[config.mk]
export PLATFORM = sky130hd
export DESIGN_NAME = asrm_uart_tx_flat
export DESIGN_NICKNAME = d
export VERILOG_FILES = /design/src/rtl/asrm_uart_tx_pkg.sv /design/src/rtl/asrm_uart_tx_if.sv /design/src/rtl/asrm_fifo.sv /design/src/rtl/asrm_uart_tx.sv /design/src/flat_wrapper.sv
export SDC_FILE = /design/constraint.sdc
export NUM_CORES = 1
export LEC_CHECK = 0
export CAP_MARGIN = 20
export CELL_PAD_IN_SITES_DETAIL_PLACEMENT = 1
export CELL_PAD_IN_SITES_GLOBAL_PLACEMENT = 1
export CORE_ASPECT_RATIO = 0.8
export CORE_MARGIN = 3
export CORE_UTILIZATION = 51
export DETAILED_ROUTE_END_ITERATION = 10
export DONT_BUFFER_PORTS = 1
export PLACE_DENSITY = 0.82
export SLEW_MARGIN = 20
export SYNTH_ARGS = -nofsm -noshare
export SYNTH_HDL_FRONTEND = slang
export SYNTH_HIERARCHICAL = 1
export SYNTH_SLANG_ARGS = --single-unit
[constraint.sdc]
create_clock -name clk -period 5.1 [get_ports clk]
set_input_delay 0.765 -clock clk [delete_from_list [all_inputs] [get_ports clk]]
set_output_delay 0.765 -clock clk [all_outputs]
set_load 0.02 [all_outputs]
[src/rtl/asrm_uart_tx_pkg.sv]
// Shared definitions for the memory-mapped UART transmitter: register map,
// STATUS bit positions, FSM state encoding and the divisor reset value.
package asrm_uart_tx_pkg;

  localparam int OFF_DATA   = 0;
  localparam int OFF_STATUS = 1;
  localparam int OFF_DIV    = 2;

  localparam int ST_EMPTY  = 0;
  localparam int ST_FULL   = 1;
  localparam int ST_ACTIVE = 2;
  localparam int ST_OVF    = 3;

  localparam int DIV_RESET = 868;

  typedef enum logic [1:0] {
    S_IDLE  = 2'd0,
    S_START = 2'd1,
    S_DATA  = 2'd2,
    S_STOP  = 2'd3
  } tx_state_e;

endpackage

[src/rtl/asrm_uart_tx_if.sv]
// CPU system-bus slice seen by the UART: address, write data, write strobe
// and the registered read data returned to the core.
interface asrm_uart_tx_if #(
  parameter int wordsize = 16
);
  logic [wordsize-1:0] addr;
  logic [wordsize-1:0] wdata;
  logic                write_en;
  logic [wordsize-1:0] rdata;

  modport master (output addr, output wdata, output write_en, input rdata);
  modport slave  (input addr, input wdata, input write_en, output rdata);
endinterface

[src/rtl/asrm_fifo.sv]
// Synchronous FIFO with registered read data. A push while full is still
// accepted when a pop frees a slot on the same edge.
module asrm_fifo #(
  parameter int width = 8,
  parameter int depth = 8
) (
  input  logic             clk,
  input  logic             reset,
  input  logic             push,
  input  logic [width-1:0] din,
  input  logic             pop,
  output logic [width-1:0] dout,
  output logic             full,
  output logic             empty
);
  localparam int AW = $clog2(depth);
  localparam logic [AW:0]   FULL_CNT = (AW+1)'(depth);
  localparam logic [AW:0]   CNT_ONE  = 1;
  localparam logic [AW-1:0] PTR_ONE  = 1;

  logic [width-1:0] mem [depth];
  logic [AW-1:0]    wr_ptr;
  logic [AW-1:0]    rd_ptr;
  logic [AW:0]      count;
  logic             push_ok;
  logic             pop_ok;

  assign empty   = (count == '0);
  assign full    = (count == FULL_CNT);
  assign pop_ok  = pop && !empty;
  assign push_ok = push && (!full || pop_ok);

  // Pointers and occupancy; reset discards any queued entries.
  always_ff @(posedge clk) begin
    if (!reset) begin
      wr_ptr <= '0;
      rd_ptr <= '0;
      count  <= '0;
    end else begin
      if (push_ok) wr_ptr <= wr_ptr + PTR_ONE;
      if (pop_ok)  rd_ptr <= rd_ptr + PTR_ONE;
      case ({push_ok, pop_ok})
        2'b10:   count <= count + CNT_ONE;
        2'b01:   count <= count - CNT_ONE;
        default: ;
      endcase
    end
  end

  // Storage write and registered read on pop.
  always_ff @(posedge clk) begin
    if (push_ok) mem[wr_ptr] <= din;
    if (pop_ok)  dout <= mem[rd_ptr];
  end

endmodule

[src/rtl/asrm_uart_tx.sv]
// Memory-mapped 8N1 transmitter: DATA/STATUS/DIV registers on the CPU bus,
// a byte FIFO and a start/data/stop shifting FSM with programmable divisor.
module asrm_uart_tx
  import asrm_uart_tx_pkg::*;
#(
  parameter int                  wordsize   = 16,
  parameter logic [wordsize-1:0] base_addr  = 16'hFF00,
  parameter int                  clk_div    = DIV_RESET,
  parameter int                  fifo_depth = 8
) (
  input  logic              clk,
  input  logic              reset,
  asrm_uart_tx_if.slave     bus,
  output logic              tx,
  output logic              busy
);
  localparam logic [wordsize-1:0] ONE         = 1;
  localparam logic [wordsize-1:0] ADDR_DATA   = base_addr + wordsize'(OFF_DATA);
  localparam logic [wordsize-1:0] ADDR_STATUS = base_addr + wordsize'(OFF_STATUS);
  localparam logic [wordsize-1:0] ADDR_DIV    = base_addr + wordsize'(OFF_DIV);

  // A divisor of zero would never let the baud counter expire; run it as 1.
  function automatic logic [wordsize-1:0] clamp_div(input logic [wordsize-1:0] d);
    return (d == '0) ? ONE : d;
  endfunction

  logic                hit_data, hit_status, hit_div;
  logic                prev_we;
  logic [wordsize-1:0] prev_addr;
  logic                wr_new;
  logic [wordsize-1:0] div_reg;
  logic                overflow;
  logic [wordsize-1:0] status;
  logic [wordsize-1:0] rd_mux;
  logic                push, pop, fifo_full, fifo_empty;
  logic [7:0]          fifo_dout;

  tx_state_e           state, state_n;
  logic [wordsize-1:0] baud_cnt, baud_n;
  logic [wordsize-1:0] div_act, div_act_n;
  logic [2:0]          bit_cnt, bit_n;
  logic                tx_n;

  assign hit_data   = (bus.addr == ADDR_DATA);
  assign hit_status = (bus.addr == ADDR_STATUS);
  assign hit_div    = (bus.addr == ADDR_DIV);
  assign wr_new     = bus.write_en && (!prev_we || (bus.addr != prev_addr));
  assign push       = wr_new && hit_data;
  assign busy       = !fifo_empty || (state != S_IDLE);

  asrm_fifo #(.width(8), .depth(fifo_depth)) u_fifo (
    .clk   (clk),
    .reset (reset),
    .push  (push),
    .din   (bus.wdata[7:0]),
    .pop   (pop),
    .dout  (fifo_dout),
    .full  (fifo_full),
    .empty (fifo_empty)
  );

  // Remember last cycle's strobe and address so a held write acts only once.
  always_ff @(posedge clk) begin
    if (!reset) begin
      prev_we   <= 1'b0;
      prev_addr <= '0;
    end else begin
      prev_we   <= bus.write_en;
      prev_addr <= bus.addr;
    end
  end

  // Divisor register and sticky overflow flag (write-1-to-clear).
  always_ff @(posedge clk) begin
    if (!reset) begin
      div_reg  <= wordsize'(clk_div);
      overflow <= 1'b0;
    end else begin
      if (wr_new && hit_div) div_reg <= bus.wdata;
      if (push && fifo_full && !pop)
        overflow <= 1'b1;
      else if (wr_new && hit_status && bus.wdata[ST_OVF])
        overflow <= 1'b0;
    end
  end

  // Read mux: STATUS on DATA/STATUS, DIV on DIV, zero everywhere else.
  always_comb begin
    status             = '0;
    status[ST_EMPTY]   = fifo_empty;
    status[ST_FULL]    = fifo_full;
    status[ST_ACTIVE]  = (state != S_IDLE);
    status[ST_OVF]     = overflow;
    rd_mux             = '0;
    if (hit_data || hit_status) rd_mux = status;
    else if (hit_div)           rd_mux = div_reg;
  end

  // Registered read data so it can be ORed onto the shared bus.
  always_ff @(posedge clk) begin
    if (!reset) bus.rdata <= '0;
    else        bus.rdata <= rd_mux;
  end

  // Transmit FSM state, counters and registered serial output.
  always_ff @(posedge clk) begin
    if (!reset) begin
      state    <= S_IDLE;
      baud_cnt <= '0;
      bit_cnt  <= '0;
      div_act  <= '0;
      tx       <= 1'b1;
    end else begin
      state    <= state_n;
      baud_cnt <= baud_n;
      bit_cnt  <= bit_n;
      div_act  <= div_act_n;
      tx       <= tx_n;
    end
  end

  // Next-state logic; the line level is computed from the next state so tx
  // changes on the same edge as the state it belongs to.
  always_comb begin
    state_n   = state;
    baud_n    = baud_cnt;
    bit_n     = bit_cnt;
    div_act_n = div_act;
    pop       = 1'b0;
    case (state)
      S_IDLE: begin
        if (!fifo_empty) begin
          pop       = 1'b1;
          div_act_n = clamp_div(div_reg);
          baud_n    = clamp_div(div_reg) - ONE;
          state_n   = S_START;
        end
      end
      S_START: begin
        if (baud_cnt == '0) begin
          baud_n  = div_act - ONE;
          bit_n   = 3'd0;
          state_n = S_DATA;
        end else begin
          baud_n = baud_cnt - ONE;
        end
      end
      S_DATA: begin
        if (baud_cnt == '0) begin
          baud_n = div_act - ONE;
          bit_n  = bit_cnt + 3'd1;
          if (bit_cnt == 3'd7) state_n = S_STOP;
        end else begin
          baud_n = baud_cnt - ONE;
        end
      end
      S_STOP: begin
        if (baud_cnt == '0) begin
          if (!fifo_empty) begin
            pop       = 1'b1;
            div_act_n = clamp_div(div_reg);
            baud_n    = clamp_div(div_reg) - ONE;
            state_n   = S_START;
          end else begin
            state_n = S_IDLE;
          end
        end else begin
          baud_n = baud_cnt - ONE;
        end
      end
      default: state_n = S_IDLE;
    endcase

    tx_n = 1'b1;
    case (state_n)
      S_START: tx_n = 1'b0;
      S_DATA:  tx_n = fifo_dout[bit_n];
      default: tx_n = 1'b1;
    endcase
  end

endmodule

[src/flat_wrapper.sv]
// flat-port wrapper written by rule: the top's interface ports become plain ports
module asrm_uart_tx_flat import asrm_uart_tx_pkg::*;
#(
  parameter int                  wordsize   = 16,
  parameter logic [wordsize-1:0] base_addr  = 16'hFF00,
  parameter int                  clk_div    = DIV_RESET,
  parameter int                  fifo_depth = 8
)
  (clk, reset, tx, busy, bus_addr, bus_wdata, bus_write_en, bus_rdata);
  asrm_uart_tx_if #(.wordsize(wordsize)) bus_i ();
  input  logic clk;
  input  logic reset;
  output logic tx;
  output logic busy;
  input wire logic [$bits(bus_i.addr)-1:0] bus_addr;
  input wire logic [$bits(bus_i.wdata)-1:0] bus_wdata;
  input wire logic [$bits(bus_i.write_en)-1:0] bus_write_en;
  output wire logic [$bits(bus_i.rdata)-1:0] bus_rdata;
  assign bus_i.addr = bus_addr;
  assign bus_i.wdata = bus_wdata;
  assign bus_i.write_en = bus_write_en;
  assign bus_rdata = bus_i.rdata;
  asrm_uart_tx #(.wordsize(wordsize), .base_addr(base_addr), .clk_div(clk_div), .fifo_depth(fifo_depth)) u_core (.clk(clk), .reset(reset), .bus(bus_i), .tx(tx), .busy(busy));
endmodule
==> metrics.md, run 1 <==
| Metric | Value |
|---|---|
| Final Util | `0.576` |
| Power Density | `321 nW/um2` |
| Post-Route WL | `22400 um` |
| Post-CTS resize count | `0` |
| Final Hold Fails | `0` |
| Leak pwr | `3.22 nW` |
| Ranking of synthesized cells by area | `edfxtp_1 27%, dfxtp_1 25%, mux4_2 4.5%` |
| Die height | `118 um` |
| Status | `complete, no violations` |
| Wire per inst | `23.3 um` |
| Final worst path period share | `0.808` |
| Antenna viol nets, final | `0` |
| Post-DP HPWL | `15300 um` |
| Sinks on Clock Net | `170` |
| Gp weighted congestion | `0.881` |
| CTS max path bufs | `2` |
| Worst path arrival time | `4.45 ns` |
| GRT Overall Usage | `0.265` |
| H-tree levels | `4` |
| Peak VDD IR | `0.218 mV` |
| TritonCTS Buffers | `17` |
| Min Tclk post-route | `4.12 ns` |
| Core area | `15200 um2` |
| Remaining Overflow, GRT | `0` |
| Critical path's top delay family | `simple AND/OR/NAND/NOR gates` |
| Post-cts hold buffer count | `0` |
| Setup Skew | `0.0109 ns` |
| Async SR Flop Fraction | `0` |
| Starting DRC count in detailed routing | `567` |
| Critical path's largest stage delay | `0.57 ns` |
| Post-CTS Setup Bufs | `0` |
| CTS root buf | `clkbuf_16` |
| Clock Latency Late Sink | `0.44 ns` |
| Avg Inst Size Synth | `10.7 um2` |
| First-pass DRT Iterations | `5` |
| Ys Warns | `6` |
| Die area | `17200 um2` |
| Crit path max-delay cell type | `nor4_4` |
| Starting Density | `0.527` |
| Crit-path cells | `inv_1, ha_1, or3b_2, nor4_4, a21oi_1, nor3_1, buf_4, o21ai_4, inv_2, nand2_1, inv_1, ha_1, a21oi_1, nand4_1, a32o_1, o21a_1` |
| Worst-path clk slew | `0.07 ns` |
| Critical path class | `flip-flop to flip-flop` |
| Synth cell count leaders | `98 x dfxtp_1, 92 x nand2_1, 72 x edfxtp_1, 58 x nor2_1, 35 x a21oi_1` |
| Hold Crit Class | `input port to flip-flop` |
| Most common cell in the synthesized netlist | `dfxtp_1` |
| Largest net degree at the start of global routing | `50` |
| First-pass GRT wire length | `35600 um` |
| Post-synthesis cell type count | `71` |
| Die W | `146 um` |
| Total Power | `0.00281 W` |
| Register area share after synthesis | `0.516` |
| Post-place setup slack | `0.701 ns` |
| CTS tree | `done` |
| Data required, critical path | `5.43 ns` |
| Final worst slack | `0.980 ns` |
| Layout cells sized above 1 | `0.0959` |
| Hold_ws | `0.398 ns` |
| Port-buffer cells | `0` |
| CP Launch Type | `flip-flop` |
| Final TNS setup | `0 ns` |
| Drc violations | `0` |
| DR vias/cell | `6.27` |
| EDFF count, synth | `72` |
| Biggest area consumer among synthesized cells | `edfxtp_1` |
| Highest achievable clock rate | `243 MHz` |
| CP bufs+invs | `4` |
| Top reg by flops | `u_core/u_fifo/mem` |
| Final net count | `790` |
| Diode count | `0` |
| RSZ-0062 raised after global routing | `no` |
| Slew @ Worst Pin | `1.05 ns` |
| Syn_nets | `800` |
| Cell area after synthesis | `7990 um2` |
| Max-cap violations | `0` |
| Boundary pin count | `53` |
| Largest register FFs | `64` |
| Via Count | `6026` |
| Critical path endpoint category | `flip-flop` |
| Critical path peak fanout | `12` |
| Endpoints failing setup | `0` |
| Yosys reg bits | `170` |
| Area delta synth->final | `9.27%` |
| FP Rows | `40` |
| Relative slew slack | `0.301` |
| Synth Flop Type | `dfxtp_1` |
| Vias in the first global route | `6263` |
| Count of final max-slew check failures | `0` |
| Synth top area share | `0.270` |
| Antenna violations before repair | `0` |
| Synth Instances | `748` |
-- cell families after synthesis --
logic type,Yosys count,share of synthesized area
multiplexers,42,0.0778
adder cells (fa/ha/maj),17,0.0275
AND/OR/NAND/NOR,277,0.177
XOR/XNOR,55,0.0603
flip-flops,170,0.516
AO/OA/AOI/OAI,125,0.109
buffers and inverters,62,0.0326
-- placed cells by master, fill, tap and decap left out, types with 6 or more instances in the layout --
cell type / instances
nand4_1: 9
mux4_2: 16
dfxtp_1: 98
nor3_1: 18
nand3_1: 7
o21a_1: 6
a21oi_1: 35
buf_4: 6
and3_1: 12
nand2b_1: 6
o22ai_1: 8
xor2_1: 26
inv_6: 8
ha_1: 16
a22oi_1: 17
a211oi_1: 8
and2_1: 24
o21ai_0: 10
edfxtp_1: 72
xnor2_1: 29
mux2i_1: 25
inv_1: 25
nor2_1: 58
nor4_1: 14
clkbuf_16: 17
nand2_1: 92
or4_1: 10
o211ai_1: 7
-- per-stage QoR --
step / cells / instance area [um2]
after floorplan: 748 / 7990
after global placement: 929 / 8140
after detailed placement: 929 / 8140
after CTS: 961 / 8730
after global routing: 961 / 8730
final: 961 / 8730
-- final cells by class --
type / instances / area [um2]
fillers: 1630 / 6430
flip-flops and latches: 170 / 4120
well taps: 210 / 263
clock buffers: 18 / 439
inverters: 27 / 101
repair buffers: 6 / 45.0
multi-input cells: 516 / 3610
clock inverters: 14 / 153
-- worst paths after layout --
kind                                                       from                                  end  slack [ns]  cells past startpoint
worst max-delay path              u_core/baud_cnt[0]$_SDFF_PN0_  u_core/u_fifo/count[3]$_SDFFE_PN0P_        0.98                     16
worst min-delay path                                      reset       u_core/div_reg[5]$_SDFFE_PN1P_        0.40                      1
worst max register to register    u_core/baud_cnt[0]$_SDFF_PN0_  u_core/u_fifo/count[3]$_SDFFE_PN0P_        0.98                     16
worst min register to register  u_core/div_act[14]$_SDFFE_PN0P_      u_core/div_act[14]$_SDFFE_PN0P_        0.47                      2
-- routing by layer --
metal  track usage  share of wire
met4        0.0676          0.019
met1         0.339           0.41
met3        0.0843          0.078
met5             0              0
met2         0.439           0.49
-- where the power goes --
part           internal, W  leakage (nW)  switching [W]  total (W)
Sequential         0.00142          1.44     0.00000659    0.00143
Combinational    0.0000375          1.49      0.0000635   0.000101
Clock             0.000667         0.289       0.000610    0.00128
Power figures use the tool's default switching activity.
==> run 2, diff against run 1 <==
clock period = 4.2 ns   (was 5.1 ns; I/O delays follow)
==> run 2 against run 1 <==
Against the previous run: critical path type unchanged; highest routed layer unchanged; critical path depth increased by 1; clock-buffer cell count unchanged; design area increased by 0.66%; hold slack got worse by 0.12 ns; sequential share of layout area decreased by 0.31 points; wire length decreased by 3.6%.
==> metrics.md, run 2 (synthesis gave the netlist of run 1 again) <==
| Metric | Value |
|---|---|
| Most frequent cells in the layout | `98 x dfxtp_1, 92 x nand2_1, 72 x edfxtp_1` |
| Via Count | `5932` |
| Gp weighted congestion | `0.870` |
| Setup Skew | `0.00869 ns` |
| Post-cts hold buffer count | `0` |
| Final worst path period share | `0.927` |
| Critical path class | `flip-flop to flip-flop` |
| First-pass GRT wire length | `34500 um` |
| CP Launch Type | `flip-flop` |
| Drc violations | `0` |
| Cells on worst reg2reg path | `17` |
| Vias in the first global route | `6234` |
| Die height | `118 um` |
| Area delta synth->final | `9.99%` |
| Final net count | `801` |
| Antenna violations before repair | `0` |
| Die area | `17200 um2` |
| Data required, critical path | `4.52 ns` |
| Starting Density | `0.527` |
| Critical path's largest stage delay | `0.50 ns` |
| Highest achievable clock rate | `257 MHz` |
| Max-cap violations | `0` |
| Final Hold Fails | `0` |
| Port-buffer cells | `0` |
| Diode count | `0` |
| H-tree levels | `4` |
| Sinks on Clock Net | `170` |
| Post-CTS resize count | `0` |
| GRT Overall Usage | `0.254` |
| Relative slew slack | `0.292` |
| CTS max path bufs | `2` |
| Final worst slack | `0.307 ns` |
| Area of the multi-input gates | `3610 um2` |
| Critical path peak fanout | `10` |
| Core area | `15200 um2` |
| Crit-path cells | `inv_1, ha_1, or3b_2, nor4_4, buf_4, a21oi_1, nor3_1, buf_4, o21ai_4, inv_2, nand2_1, inv_1, ha_1, a21oi_1, nand4_1, a32o_1, o21a_1` |
| Worst path arrival time | `4.22 ns` |
| Post-CTS Setup Bufs | `0` |
| Starting DRC count in detailed routing | `555` |
| Status | `complete, no violations` |
| Crit path max-delay cell type | `or3b_2` |
| Register area | `4120 um2` |
| CTS root buf | `clkbuf_16` |
| Layout cells sized above 1 | `0.109` |
| Worst-path clk slew | `0.07 ns` |
| Clock share of power | `0.447` |
| Antenna viol nets, final | `0` |
| Power Density | `383 nW/um2` |
| Switching share of power | `0.239` |
| Leak pwr | `3.27 nW` |
| First-pass DRT Iterations | `5` |
| Most common cell after layout, fill and taps aside | `dfxtp_1` |
| Net Switching | `0.000803 W` |
| DR vias/cell | `6.10` |
| FP Rows | `40` |
| Boundary pin count | `53` |
| Largest register FFs | `64` |
| Critical path endpoint category | `flip-flop` |
| Min Tclk post-route | `3.89 ns` |
| Largest net degree at the start of global routing | `50` |
| Slew @ Worst Pin | `1.05 ns` |
| TritonCTS Buffers | `17` |
| Hold Crit Class | `input port to flip-flop` |
| Hold path cells | `1` |
| Fraction of power consumed by sequential logic | `0.516` |
| Comb pwr share | `0.037` |
| Wire per inst | `22.2 um` |
| Post-DP HPWL | `14900 um` |
| CTS tree | `done` |
| Fillcell total | `1607` |
| Clock Latency Late Sink | `0.43 ns` |
| Int Pwr | `0.00256 W` |
| Post-Route WL | `21600 um` |
| Top reg by flops | `u_core/u_fifo/mem` |
| Endpoints failing setup | `0` |
| Count of final max-slew check failures | `0` |
| Peak VDD IR | `0.308 mV` |
| Post-place setup slack | `0.248 ns` |
| Remaining Overflow, GRT | `0` |
| RSZ-0062 raised after global routing | `no` |
| Die W | `146 um` |
| Final TNS setup | `0 ns` |
==> run 2: cell types whose count changed in the layout (fill, tap and decap cells not counted), sizes merged <==
cell      previous run  this run
buf                  6        17
clkinvlp             0         1
clkinv               7         6
==> run 2: final cells by class <==
class,instances,area share
Multi-Input combinational cell,516,0.411
Clock inverter,14,0.0155
Timing Repair Buffer,17,0.0145
Tap cell,210,0.0299
Sequential cell,170,0.469
Clock buffer,18,0.0490
Inverter,27,0.0115
==> run 2: metrics by stage <==
step | power (W) | hold slack [ns] | utilization | cell area, um2 | cells
floorplan | 0.00187 | 0.436 | - | 7990 | 748
global placement | 0.00189 | 0.455 | 0.542 | 8230 | 940
detailed placement | 0.00190 | 0.465 | 0.542 | 8230 | 940
CTS | 0.00339 | 0.254 | 0.580 | 8790 | 972
global route | 0.00348 | 0.252 | 0.580 | 8790 | 972
finish | 0.00337 | 0.278 | 0.580 | 8790 | 972
==> run 2: worst paths after layout <==
kind | start | end | slack (ns)
hold reg to reg | u_core/div_act[14]$_SDFFE_PN0P_ | u_core/div_act[14]$_SDFFE_PN0P_ | 0.47
setup reg to reg | u_core/baud_cnt[0]$_SDFF_PN0_ | u_core/u_fifo/count[3]$_SDFFE_PN0P_ | 0.31
setup / recovery | u_core/baud_cnt[0]$_SDFF_PN0_ | u_core/u_fifo/count[3]$_SDFFE_PN0P_ | 0.31
hold / removal | reset | u_core/div_reg[8]$_SDFFE_PN1P_ | 0.28
==> run 2: worst max-delay path: cells and delay by family, from the launching register on <==
family,cells,cell delay [ns]
AOI/OAI and AO/OA,5,1.01
DFF,1,0.32
buffers and inverters,5,0.74
and+or+nand+nor,5,1.24
adders and majority gates,2,0.46
==> run 2: layer usage <==
layer / wire [um] / GRT usage / vias to the layer above
met4: 331 / 0.0605 / 0
li1: - / - / 2717
met1: 9400 / 0.342 / 2969
met2: 10400 / 0.414 / 213
met3: 1500 / 0.0689 / 33
met5: 0 / 0 / -
==> run 2: power by group through the flow <==
| stage | Combinational, W | Clock, W | Sequential [W] |
|---|---|---|---|
| after global placement | 0.000116 | 0 | 0.00177 |
| final | 0.000125 | 0.00150 | 0.00174 |
| after detailed placement | 0.000122 | 0 | 0.00177 |
| after CTS | 0.000124 | 0.00153 | 0.00174 |
| after floorplan | 0.0000957 | 0 | 0.00177 |
| after global routing | 0.000137 | 0.00161 | 0.00174 |
==> run 3, diff against run 2 <==
TNS_END_PERCENT = 50   (was not set)
==> results of run 3 <==
Final layout, timing and power as in run 2 (identical DEF).
